`src/rtl/control_pkg.sv`:
```
// Shared encodings and defaults for the microprogrammed control unit.
package control_pkg;

  localparam int AW_DEF = 6;

  typedef logic [AW_DEF-1:0] uaddr_t;

  typedef enum logic [2:0] {
    NS_ENC      = 3'b000,
    NS_FETCH    = 3'b001,
    NS_CR       = 3'b010,
    NS_INC      = 3'b011,
    NS_CR_ENC   = 3'b100,
    NS_CR_INC   = 3'b101,
    NS_CR_FETCH = 3'b110,
    NS_RST      = 3'b111
  } n_sel_e;

  typedef enum logic [1:0] {
    S_MOC  = 2'b00,
    S_COND = 2'b01,
    S_E3   = 2'b10,
    S_E4   = 2'b11
  } s_sel_e;

  localparam uaddr_t FETCH_ADDR_DEF = 6'b000001;
  localparam uaddr_t TRAP_ADDR_DEF  = 6'b111111;

endpackage

```
`src/rtl/microsequencer_if.sv`:
```
// Microstore sequencing fields, status inputs and sequencer outputs.
interface microsequencer_if #(
  parameter int AW = 6
);
  logic [2:0]    N;
  logic          Inv;
  logic [1:0]    S;
  logic [AW-1:0] CR;
  logic          MOC;
  logic          Cond;
  logic          Entrythree;
  logic          Entryfour;
  logic [AW-1:0] EncoderOut;
  logic [AW-1:0] state;
  logic [AW-1:0] IncRegiOut;
  logic          mem_timeout;
  logic          waiting;

  modport master (
    output N, Inv, S, CR, MOC, Cond, Entrythree, Entryfour, EncoderOut,
    input  state, IncRegiOut, mem_timeout, waiting
  );

  modport slave (
    input  N, Inv, S, CR, MOC, Cond, Entrythree, Entryfour, EncoderOut,
    output state, IncRegiOut, mem_timeout, waiting
  );
endinterface

```
`src/rtl/moc_watchdog.sv`:
```
// Counts consecutive MOC-wait cycles; requests a trap and pulses mem_timeout at the limit.
module moc_watchdog #(
  parameter int MOC_TIMEOUT = 15
) (
  input  logic clk,
  input  logic rst_n,
  input  logic waiting,
  output logic trap,
  output logic mem_timeout
);

  localparam logic [7:0] LIMIT = 8'(MOC_TIMEOUT - 1);

  logic [7:0] cnt_q, cnt_d;
  logic       mem_timeout_q, mem_timeout_d;

  always_comb begin
    trap          = waiting && (cnt_q == LIMIT);
    cnt_d         = 8'd0;
    mem_timeout_d = trap;
    if (waiting && !trap) begin
      cnt_d = cnt_q + 8'd1;
    end
  end

  always_ff @(posedge clk or negedge rst_n) begin
    if (!rst_n) begin
      cnt_q         <= 8'd0;
      mem_timeout_q <= 1'b0;
    end else begin
      cnt_q         <= cnt_d;
      mem_timeout_q <= mem_timeout_d;
    end
  end

  assign mem_timeout = mem_timeout_q;

endmodule

```
`src/rtl/microsequencer.sv`:
```
// Registered next-microaddress selection with a MOC-wait watchdog trap.
module microsequencer
  import control_pkg::*;
#(
  parameter int            AW          = 6,
  parameter logic [AW-1:0] FETCH_ADDR  = AW'(FETCH_ADDR_DEF),
  parameter logic [AW-1:0] TRAP_ADDR   = AW'(TRAP_ADDR_DEF),
  parameter int            MOC_TIMEOUT = 15
) (
  input logic                clk,
  input logic                rst_n,
  microsequencer_if.slave    bus
);

  logic [AW-1:0] state_q, state_d;
  logic [AW-1:0] inc_q, inc_d;
  logic [AW-1:0] next_addr;
  logic          sel, t, wait_now, trap;

  always_comb begin
    sel = 1'b0;
    case (s_sel_e'(bus.S))
      S_MOC:   sel = bus.MOC;
      S_COND:  sel = bus.Cond;
      S_E3:    sel = bus.Entrythree;
      S_E4:    sel = bus.Entryfour;
      default: sel = 1'b0;
    endcase
    t = sel ^ bus.Inv;

    next_addr = '0;
    case (n_sel_e'(bus.N))
      NS_ENC:      next_addr = bus.EncoderOut;
      NS_FETCH:    next_addr = FETCH_ADDR;
      NS_CR:       next_addr = bus.CR;
      NS_INC:      next_addr = inc_q;
      NS_CR_ENC:   next_addr = t ? bus.CR : bus.EncoderOut;
      NS_CR_INC:   next_addr = t ? bus.CR : inc_q;
      NS_CR_FETCH: next_addr = t ? bus.CR : FETCH_ADDR;
      NS_RST:      next_addr = '0;
      default:     next_addr = '0;
    endcase

    // Only a MOC-based self-loop counts as a memory wait.
    wait_now = (n_sel_e'(bus.N) == NS_CR_INC) && (s_sel_e'(bus.S) == S_MOC) &&
               t && (bus.CR == state_q);

    state_d = trap ? TRAP_ADDR : next_addr;
    inc_d   = state_d + AW'(1);
  end

  always_ff @(posedge clk or negedge rst_n) begin
    if (!rst_n) begin
      state_q <= '0;
      inc_q   <= AW'(1);
    end else begin
      state_q <= state_d;
      inc_q   <= inc_d;
    end
  end

  moc_watchdog #(
    .MOC_TIMEOUT (MOC_TIMEOUT)
  ) u_moc_watchdog (
    .clk         (clk),
    .rst_n       (rst_n),
    .waiting     (wait_now),
    .trap        (trap),
    .mem_timeout (bus.mem_timeout)
  );

  assign bus.state      = state_q;
  assign bus.IncRegiOut = inc_q;
  assign bus.waiting    = wait_now;

endmodule

```
`src/flat_wrapper.sv`:
```
// flat-port wrapper written by rule: the top's interface ports become plain ports
module microsequencer_flat import control_pkg::*;
#(
  parameter int            AW          = 6,
  parameter logic [AW-1:0] FETCH_ADDR  = AW'(FETCH_ADDR_DEF),
  parameter logic [AW-1:0] TRAP_ADDR   = AW'(TRAP_ADDR_DEF),
  parameter int            MOC_TIMEOUT = 15
)
  (clk, rst_n, bus_N, bus_Inv, bus_S, bus_CR, bus_MOC, bus_Cond, bus_Entrythree, bus_Entryfour, bus_EncoderOut, bus_state, bus_IncRegiOut, bus_mem_timeout, bus_waiting);
  microsequencer_if #(.AW(AW)) bus_i ();
  input logic clk;
  input logic rst_n;
  input wire logic [$bits(bus_i.N)-1:0] bus_N;
  input wire logic [$bits(bus_i.Inv)-1:0] bus_Inv;
  input wire logic [$bits(bus_i.S)-1:0] bus_S;
  input wire logic [$bits(bus_i.CR)-1:0] bus_CR;
  input wire logic [$bits(bus_i.MOC)-1:0] bus_MOC;
  input wire logic [$bits(bus_i.Cond)-1:0] bus_Cond;
  input wire logic [$bits(bus_i.Entrythree)-1:0] bus_Entrythree;
  input wire logic [$bits(bus_i.Entryfour)-1:0] bus_Entryfour;
  input wire logic [$bits(bus_i.EncoderOut)-1:0] bus_EncoderOut;
  output wire logic [$bits(bus_i.state)-1:0] bus_state;
  output wire logic [$bits(bus_i.IncRegiOut)-1:0] bus_IncRegiOut;
  output wire logic [$bits(bus_i.mem_timeout)-1:0] bus_mem_timeout;
  output wire logic [$bits(bus_i.waiting)-1:0] bus_waiting;
  assign bus_i.N = bus_N;
  assign bus_i.Inv = bus_Inv;
  assign bus_i.S = bus_S;
  assign bus_i.CR = bus_CR;
  assign bus_i.MOC = bus_MOC;
  assign bus_i.Cond = bus_Cond;
  assign bus_i.Entrythree = bus_Entrythree;
  assign bus_i.Entryfour = bus_Entryfour;
  assign bus_i.EncoderOut = bus_EncoderOut;
  assign bus_state = bus_i.state;
  assign bus_IncRegiOut = bus_i.IncRegiOut;
  assign bus_mem_timeout = bus_i.mem_timeout;
  assign bus_waiting = bus_i.waiting;
  microsequencer #(.AW(AW), .FETCH_ADDR(FETCH_ADDR), .TRAP_ADDR(TRAP_ADDR), .MOC_TIMEOUT(MOC_TIMEOUT)) u_core (.clk(clk), .rst_n(rst_n), .bus(bus_i));
endmodule
```
`config.mk`:
```
export PLATFORM = sky130hd
export DESIGN_NAME = microsequencer_flat
export DESIGN_NICKNAME = d
export VERILOG_FILES = /design/src/rtl/control_pkg.sv /design/src/rtl/microsequencer_if.sv /design/src/rtl/moc_watchdog.sv /design/src/rtl/microsequencer.sv /design/src/flat_wrapper.sv
export SDC_FILE = /design/constraint.sdc
export NUM_CORES = 1
export LEC_CHECK = 0
export CAP_MARGIN = 20
export CORE_ASPECT_RATIO = 1.2
export CORE_MARGIN = 2
export CORE_UTILIZATION = 40
export CTS_BUF_LIST = sky130_fd_sc_hd__clkbuf_16
export DETAILED_ROUTE_END_ITERATION = 12
export DONT_BUFFER_PORTS = 1
export GPL_TIMING_DRIVEN = 0
export PLACE_DENSITY = 0.57
export SYNTH_ARGS = -nofsm -noshare
export SYNTH_HDL_FRONTEND = slang
export SYNTH_SLANG_ARGS = --single-unit
```
`constraint.sdc`:
```
create_clock -name clk -period 2.3 [get_ports clk]
set_input_delay 0.46 -clock clk [delete_from_list [all_inputs] [get_ports clk]]
set_output_delay 0.46 -clock clk [all_outputs]
set_load 0.02 [all_outputs]
```
After elaboration in Yosys (flattened, before gate mapping):

Cells that the tools add are included.

* flip-flop bits (word level): 21
* latch bits: 0
* bits in writable memories: 0
* bits in read-only memories: 0
* bits of input ports: 24
* output and inout bits: 14
* logic and storage cells: 34
* memories: 0

* add/subtract/negate cells: 2
* multiply operators: 0
* divide/modulo/power cells: 0
* order comparisons: 0
* equal/unequal tests: 12
* shift-type cells: 0
* mux-type cells: 7
* bitwise gates (word level): 1
* reductions and logical operators: 8

Operators by type and width (number)
* $pmux W6 S8: 1
* $mux W6: 4
* $eq A3 B3 Y1 const B: 4
* $add A8 B1 Y8 const B: 1
* $eq A8 B4 Y1 const B: 1
* $mux W8: 1
* $add A6 B1 Y6 const B: 1
* $eq A3 B2 Y1 const B: 2
* $eq A6 B6 Y1: 1
* $logic_and A1 B1 Y1: 5
* $eq A2 B2 Y1 const B: 2
* $pmux W1 S4: 1
* $eq A3 B1 Y1 const B: 1
* $logic_not A3 Y1: 1
* $eq A2 B1 Y1 const B: 1
* $logic_not A2 Y1: 1
* $logic_not A1 Y1: 1
* $xor A1 B1 Y1: 1

Logic depth before layout (Yosys ltp):

Gate-level depths: netlist (run 1).

* depth in word-level cells: 9
* depth in mapped cells: 10
* mapped depth without buffers: 9

Modules after synthesis:

Synthesis (run 1) repeated with hierarchy kept, for this count alone.

* cell total of the unflattened synthesis: 141
* area, all modules: 1337.5 µm²

Modules (own cells, without submodules)
* microsequencer: instances 1, cells an instance 100, area each 905.9 µm², seq. area each 301.5 µm²
* moc_watchdog: instances 1, cells an instance 41, area each 431.7 µm², seq. area each 225.2 µm²

Least setup slack after synthesis (run 1):

No wires, ideal clock.

* kind: input to register
* from: input bus_S[0]
* to: register u_core.inc_q[5] (netlist: u_core.bus.IncRegiOut[5])
* library setup time: 131 ps
* arrival: 2467 ps
* data required time: 2169 ps
* slack: -298 ps
* stages on the path: 10
* buffers on the path: 2
* cells stage by stage: mux2i_1 -> mux2_4 -> or2_4 -> buf_6 -> nand3_1 -> a21oi_1 -> or4_1 -> buf_2 -> nor3b_2 -> xor2_1

* longest elaborated chain between the ends: 8
* elaborated cells on any way between the ends: 16
* classes of those cells: add/sub (1); eq/ne (3); mux (6); bitwise (1); reduce/logical (5)

RTL lines
* start: declaration: line flat_wrapper.sv:15 `input wire logic [$bits(bus_i.S)-1:0] bus_S;`
* parallel branches: the longest is 6 deep, another holds $pmux W6 S8
* $mux W6 *: line microsequencer.sv:48 `state_d = trap ? TRAP_ADDR : next_addr;`
* via u_core.state_d[3]: line microsequencer.sv:15 `logic [AW-1:0] state_q, state_d;`
* $add A6 B1 Y6 *: line microsequencer.sv:49 `inc_d = state_d + AW'(1);`
* via u_core.inc_d[5]: line microsequencer.sv:16 `logic [AW-1:0] inc_q, inc_d;`
* end signal: assignment: line microsequencer.sv:58 `inc_q <= inc_d;`
* end: declaration: line microsequencer.sv:16

Mark *: on every way through the listed nets, which the timed path passes.

Final worst setup path (run 1):

* from: register u_core.state_q[3] (netlist: u_core.bus.state[3])
* to: register u_core.inc_q[4] (netlist: u_core.bus.IncRegiOut[4])

* longest elaborated chain between the ends: 5

RTL lines
* start: declaration: line microsequencer.sv:15
* start signal: assignment: line microsequencer.sv:57 `state_q <= state_d;`
* $eq A6 B6 Y1: line microsequencer.sv:46 `t && (bus.CR == state_q);`
* $logic_and A1 B1 Y1: line microsequencer.sv:46
* $logic_and A1 B1 Y1: line moc_watchdog.sv:18 `trap = waiting && (cnt_q == LIMIT);`
* via u_core.trap: line microsequencer.sv:18 `logic sel, t, wait_now, trap;`
* $mux W6: line microsequencer.sv:48
* via u_core.state_d[2]: line microsequencer.sv:15
* $add A6 B1 Y6: line microsequencer.sv:49
* via u_core.inc_d[4]: line microsequencer.sv:16

The timed path passes the listed nets, and every way through them passes these cells.

==> flow_summary.yaml, run 1 <==
synth:
  synth-async-reset-ratio_pct: 100
  yosysUniqueCellTypes: 47
  synthFlopType: "dfrtp_1"
  postSynthCellCount: 144
  syn_avg_cell_area_um2: 9.31
  synth-edff-count: 0
  synth_warnings: 0
  netlist_area_um2: 1340
  ys_seq_elements: 21
  yosysSeqAreaShare_pct: 39.3
  syn_nets: 171
routing:
  avgViaCountPerCell: 5.47
  drc_errors: 0
  ant_nets: 0
  wl_um: 3150
  via_count: 1067
  wire_per_inst_um: 16.1
  drt_iter0_drc: 24
  drt_first_pass_iters: 4
global_route:
  gr-total-overflow: 0
  grt_start_max_net_pins: 21
  first_global_vias: 1101
  grt.total_usage_pct: 17.9
  grt_pass1_wl_um: 5120
  antenna_found_initial: 0
power:
  p_total_uw: 1070
  power.density_nw_per_um2: 644
  p_sw_uw: 316
  comb_power_share_pct: 21.2
  ir_drop_uv: 465
  seqPwrFrac_pct: 45.6
  leakagePower_uw: 0.000700
  pwr-share-clk_pct: 33.2
  swShare_pct: 29.6
  internal_power_uw: 752
sta:
  finalMaxSlewViolations: 0
  hold_viol_final: 0
  setup_ws_ns: -0.257
  skew_ns: 0.00203
  worstMarginPinSlew_ns: 0.868
  fmax_mhz: 391
  timing.final.crit_share_pct: 111
  slew_headroom_pct: 41.9
  whs_ns: 0.0450
  setup_viol: 6
  rsz0062_at_grt: "yes"
  min_period_ns: 2.56
floorplan:
  io_pins: 38
  core_area_um2: 3280
  start_util_pct: 40.8
  rows: 23
  die_area_um2: 3830
  die_width_um: 56.8
  fp.dieH_um: 67.4
clock_network:
  cts.reportedPaths.clkPinSlew_ns: 0.05
  cts_tree: "done"
  cts.sinks: 21
  htreeDepth: 1
  root_buffer: "clkbuf_16"
  numCtsBuffers: 3
  clock_latency_ns: 0.25
  cts_buffer_depth: 2
setup_path:
  start_kind: "flip-flop"
  crit-reg2reg-capture: "u_core.bus.IncRegiOut[4]$_DFF_PN0_"
  cp_slowest_cell: "or4_4"
  r2r-start: "u_core.bus.state[3]$_DFF_PN0_"
  cp_cell_sequence: "xnor2_1, nand2_1, or4_4, or4_4, clkinv_4, a2111o_2, buf_4, buf_6, nand3_1, xnor2_1"
  worstSetupPathType: "reg2reg"
  path_max_fanout: 4
  cp.arrival_ns: 2.70
  cp-end-kind: "flip-flop"
  cp_slowest_stage_delay_ns: 0.55
  reg2reg_depth: 10
  worstPathRequired_ns: 2.44
  r2r_slack_ns: -0.26
  startpoint: "u_core.bus.state[3]$_DFF_PN0_"
placed_design:
  dp_cells: 181
  gp_congestion: 0.752
  pre_cts_ws_ns: -0.434
  numPortBuffers: 0
  hpwl_um: 2430
layout:
  fillers: 309
  stdcell_count: 195
  antenna_cells: 0
  drive_gt1_share_pct: 25.9
  seq_area_um2: 529
  multi_input_area_um2: 842
  layout_commonest_cell: "dfrtp_1"
  nets: 186
  area_growth_pct: 23.8
  most-common-layout-cells: "dfrtp_1 (18), nor2_1 (12), nand2_1 (9), xnor2_1 (9), xor2_1 (9)"
  utilization_pct: 50.6
flow_run:
  cap_viol_max_count: 0
run_status:
  status: "finished, violations left"
  violations: "negative setup slack"
min_path:
  min_path_type: "in2async"
==> how the worst max path moves through the flow <==
stage,endpoint,cells after the start,slack [ns]
2_1_floorplan,u_core.bus.IncRegiOut[5]$_DFF_PN0_,9,-0.12
3_3_place_gp,u_core.u_moc_watchdog.cnt_q[3]$_DFF_PN0_,7,-0.38
3_5_place_dp,u_core.u_moc_watchdog.cnt_q[2]$_DFF_PN0_,7,-0.43
4_1_cts,u_core.bus.IncRegiOut[5]$_DFF_PN0_,9,-0.25
5_1_grt,u_core.bus.IncRegiOut[5]$_DFF_PN0_,8,-0.35
6_report,u_core.bus.IncRegiOut[4]$_DFF_PN0_,10,-0.26
==> logic make-up (layout without fill, tap and decap cells) <==
| group | Yosys count | in the layout | synth area share [%] |
|---|---|---|---|
| AOI/OAI and AO/OA | 24 | 24 | 12.9 |
| xor gates and xnor gates | 18 | 18 | 11.8 |
| adders and majority gates | 4 | 4 | 3.55 |
| buffers and inverters | 15 | 29 | 4.95 |
| DFF | 21 | 21 | 39.3 |
| muxes | 4 | 4 | 3.36 |
| and+or+nand+nor | 58 | 58 | 24.2 |
==> area by class of cell <==
type	count	area share, %
buffer	5	1.66
clock buffer	3	4.52
clock inverter	1	0.226
inverter	9	2.56
multi-input combinational	108	50.8
sequential	21	31.9
tap	37	2.79
timing repair buffer	11	5.58
==> per-stage QoR <==
stage	cell area (µm²)	setup TNS [ns]
floorplan	1390	-1.04
global placement	1440	-3.88
detailed placement	1440	-4.14
CTS	1590	-1.03
global route	1660	-1.61
finish	1660	-1.20
==> per-layer routing <==
metal	track usage (%)	routed length [µm]
met1	18.0	1160
met2	35.5	1800
met3	2.87	129
met4	8.72	60
met5	0	0
==> what timing repair did <==
item,in CTS,in global routing
endpoints found under the hold margin,20,0
setup endpoints to repair,13,6
pin swaps,9,4
setup buffers,5,5
gates resized for setup,5,6
hold buffers,1,0
==> state kept, by name (all words and copies together), names as in the netlist <==
signal and flops:
u_core.u_moc_watchdog.mem_timeout 1, u_core.bus.IncRegiOut 6, u_core.bus.state 6, u_core.u_moc_watchdog.cnt_q 8
==> synthesized netlist by cell type, drive strengths merged, types with 2 or more instances <==
| master | number | area share, % |
|---|---|---|
| a21oi | 4 | 1.5 |
| a31oi | 5 | 2.3 |
| and2 | 2 | 0.93 |
| and3 | 2 | 0.93 |
| buf | 2 | 1.2 |
| clkbuf | 4 | 1.1 |
| dfrtp | 20 | 37 |
| ha | 3 | 2.8 |
| inv | 8 | 2.2 |
| mux2i | 3 | 2.2 |
| nand2 | 11 | 3.1 |
| nand2b | 4 | 2.1 |
| nand3 | 5 | 2.2 |
| nand4 | 3 | 1.4 |
| nand4b | 2 | 1.3 |
| nor2 | 13 | 3.6 |
| nor3 | 4 | 1.5 |
| nor3b | 3 | 2.1 |
| o21ai | 4 | 1.5 |
| or2 | 3 | 1.6 |
| or4 | 3 | 2.0 |
| xnor2 | 9 | 5.9 |
| xor2 | 9 | 5.9 |
==> critical path: cells and delay by family (launching register included) <==
kind | cells | cell delay (ns)
xor+xnor | 2 | 0.28
buf+inv | 3 | 0.30
simple gates | 4 | 1.28
compound gates | 1 | 0.13
flops | 1 | 0.45
==> power by group through the flow <==
stage | combinational (µW) | clock, µW | sequential, µW
final | 226 | 355 | 487
after global routing | 247 | 376 | 489
after CTS | 205 | 364 | 487
after detailed placement | 181 | 0 | 494
after global placement | 179 | 0 | 492
after floorplan | 150 | 0 | 482
No activity file was read; power rests on OpenSTA's default activity.
==> run 2: changes to the inputs <==
--- a/config.mk
+++ b/config.mk
@@ -14,6 +14,7 @@
 export DONT_BUFFER_PORTS = 1
 export GPL_TIMING_DRIVEN = 0
 export PLACE_DENSITY = 0.57
+export SLEW_MARGIN = 20
 export SYNTH_ARGS = -nofsm -noshare
 export SYNTH_HDL_FRONTEND = slang
 export SYNTH_SLANG_ARGS = --single-unit
==> results of run 2 <==
The final DEF is identical to that of run 1; final timing and power are the same.
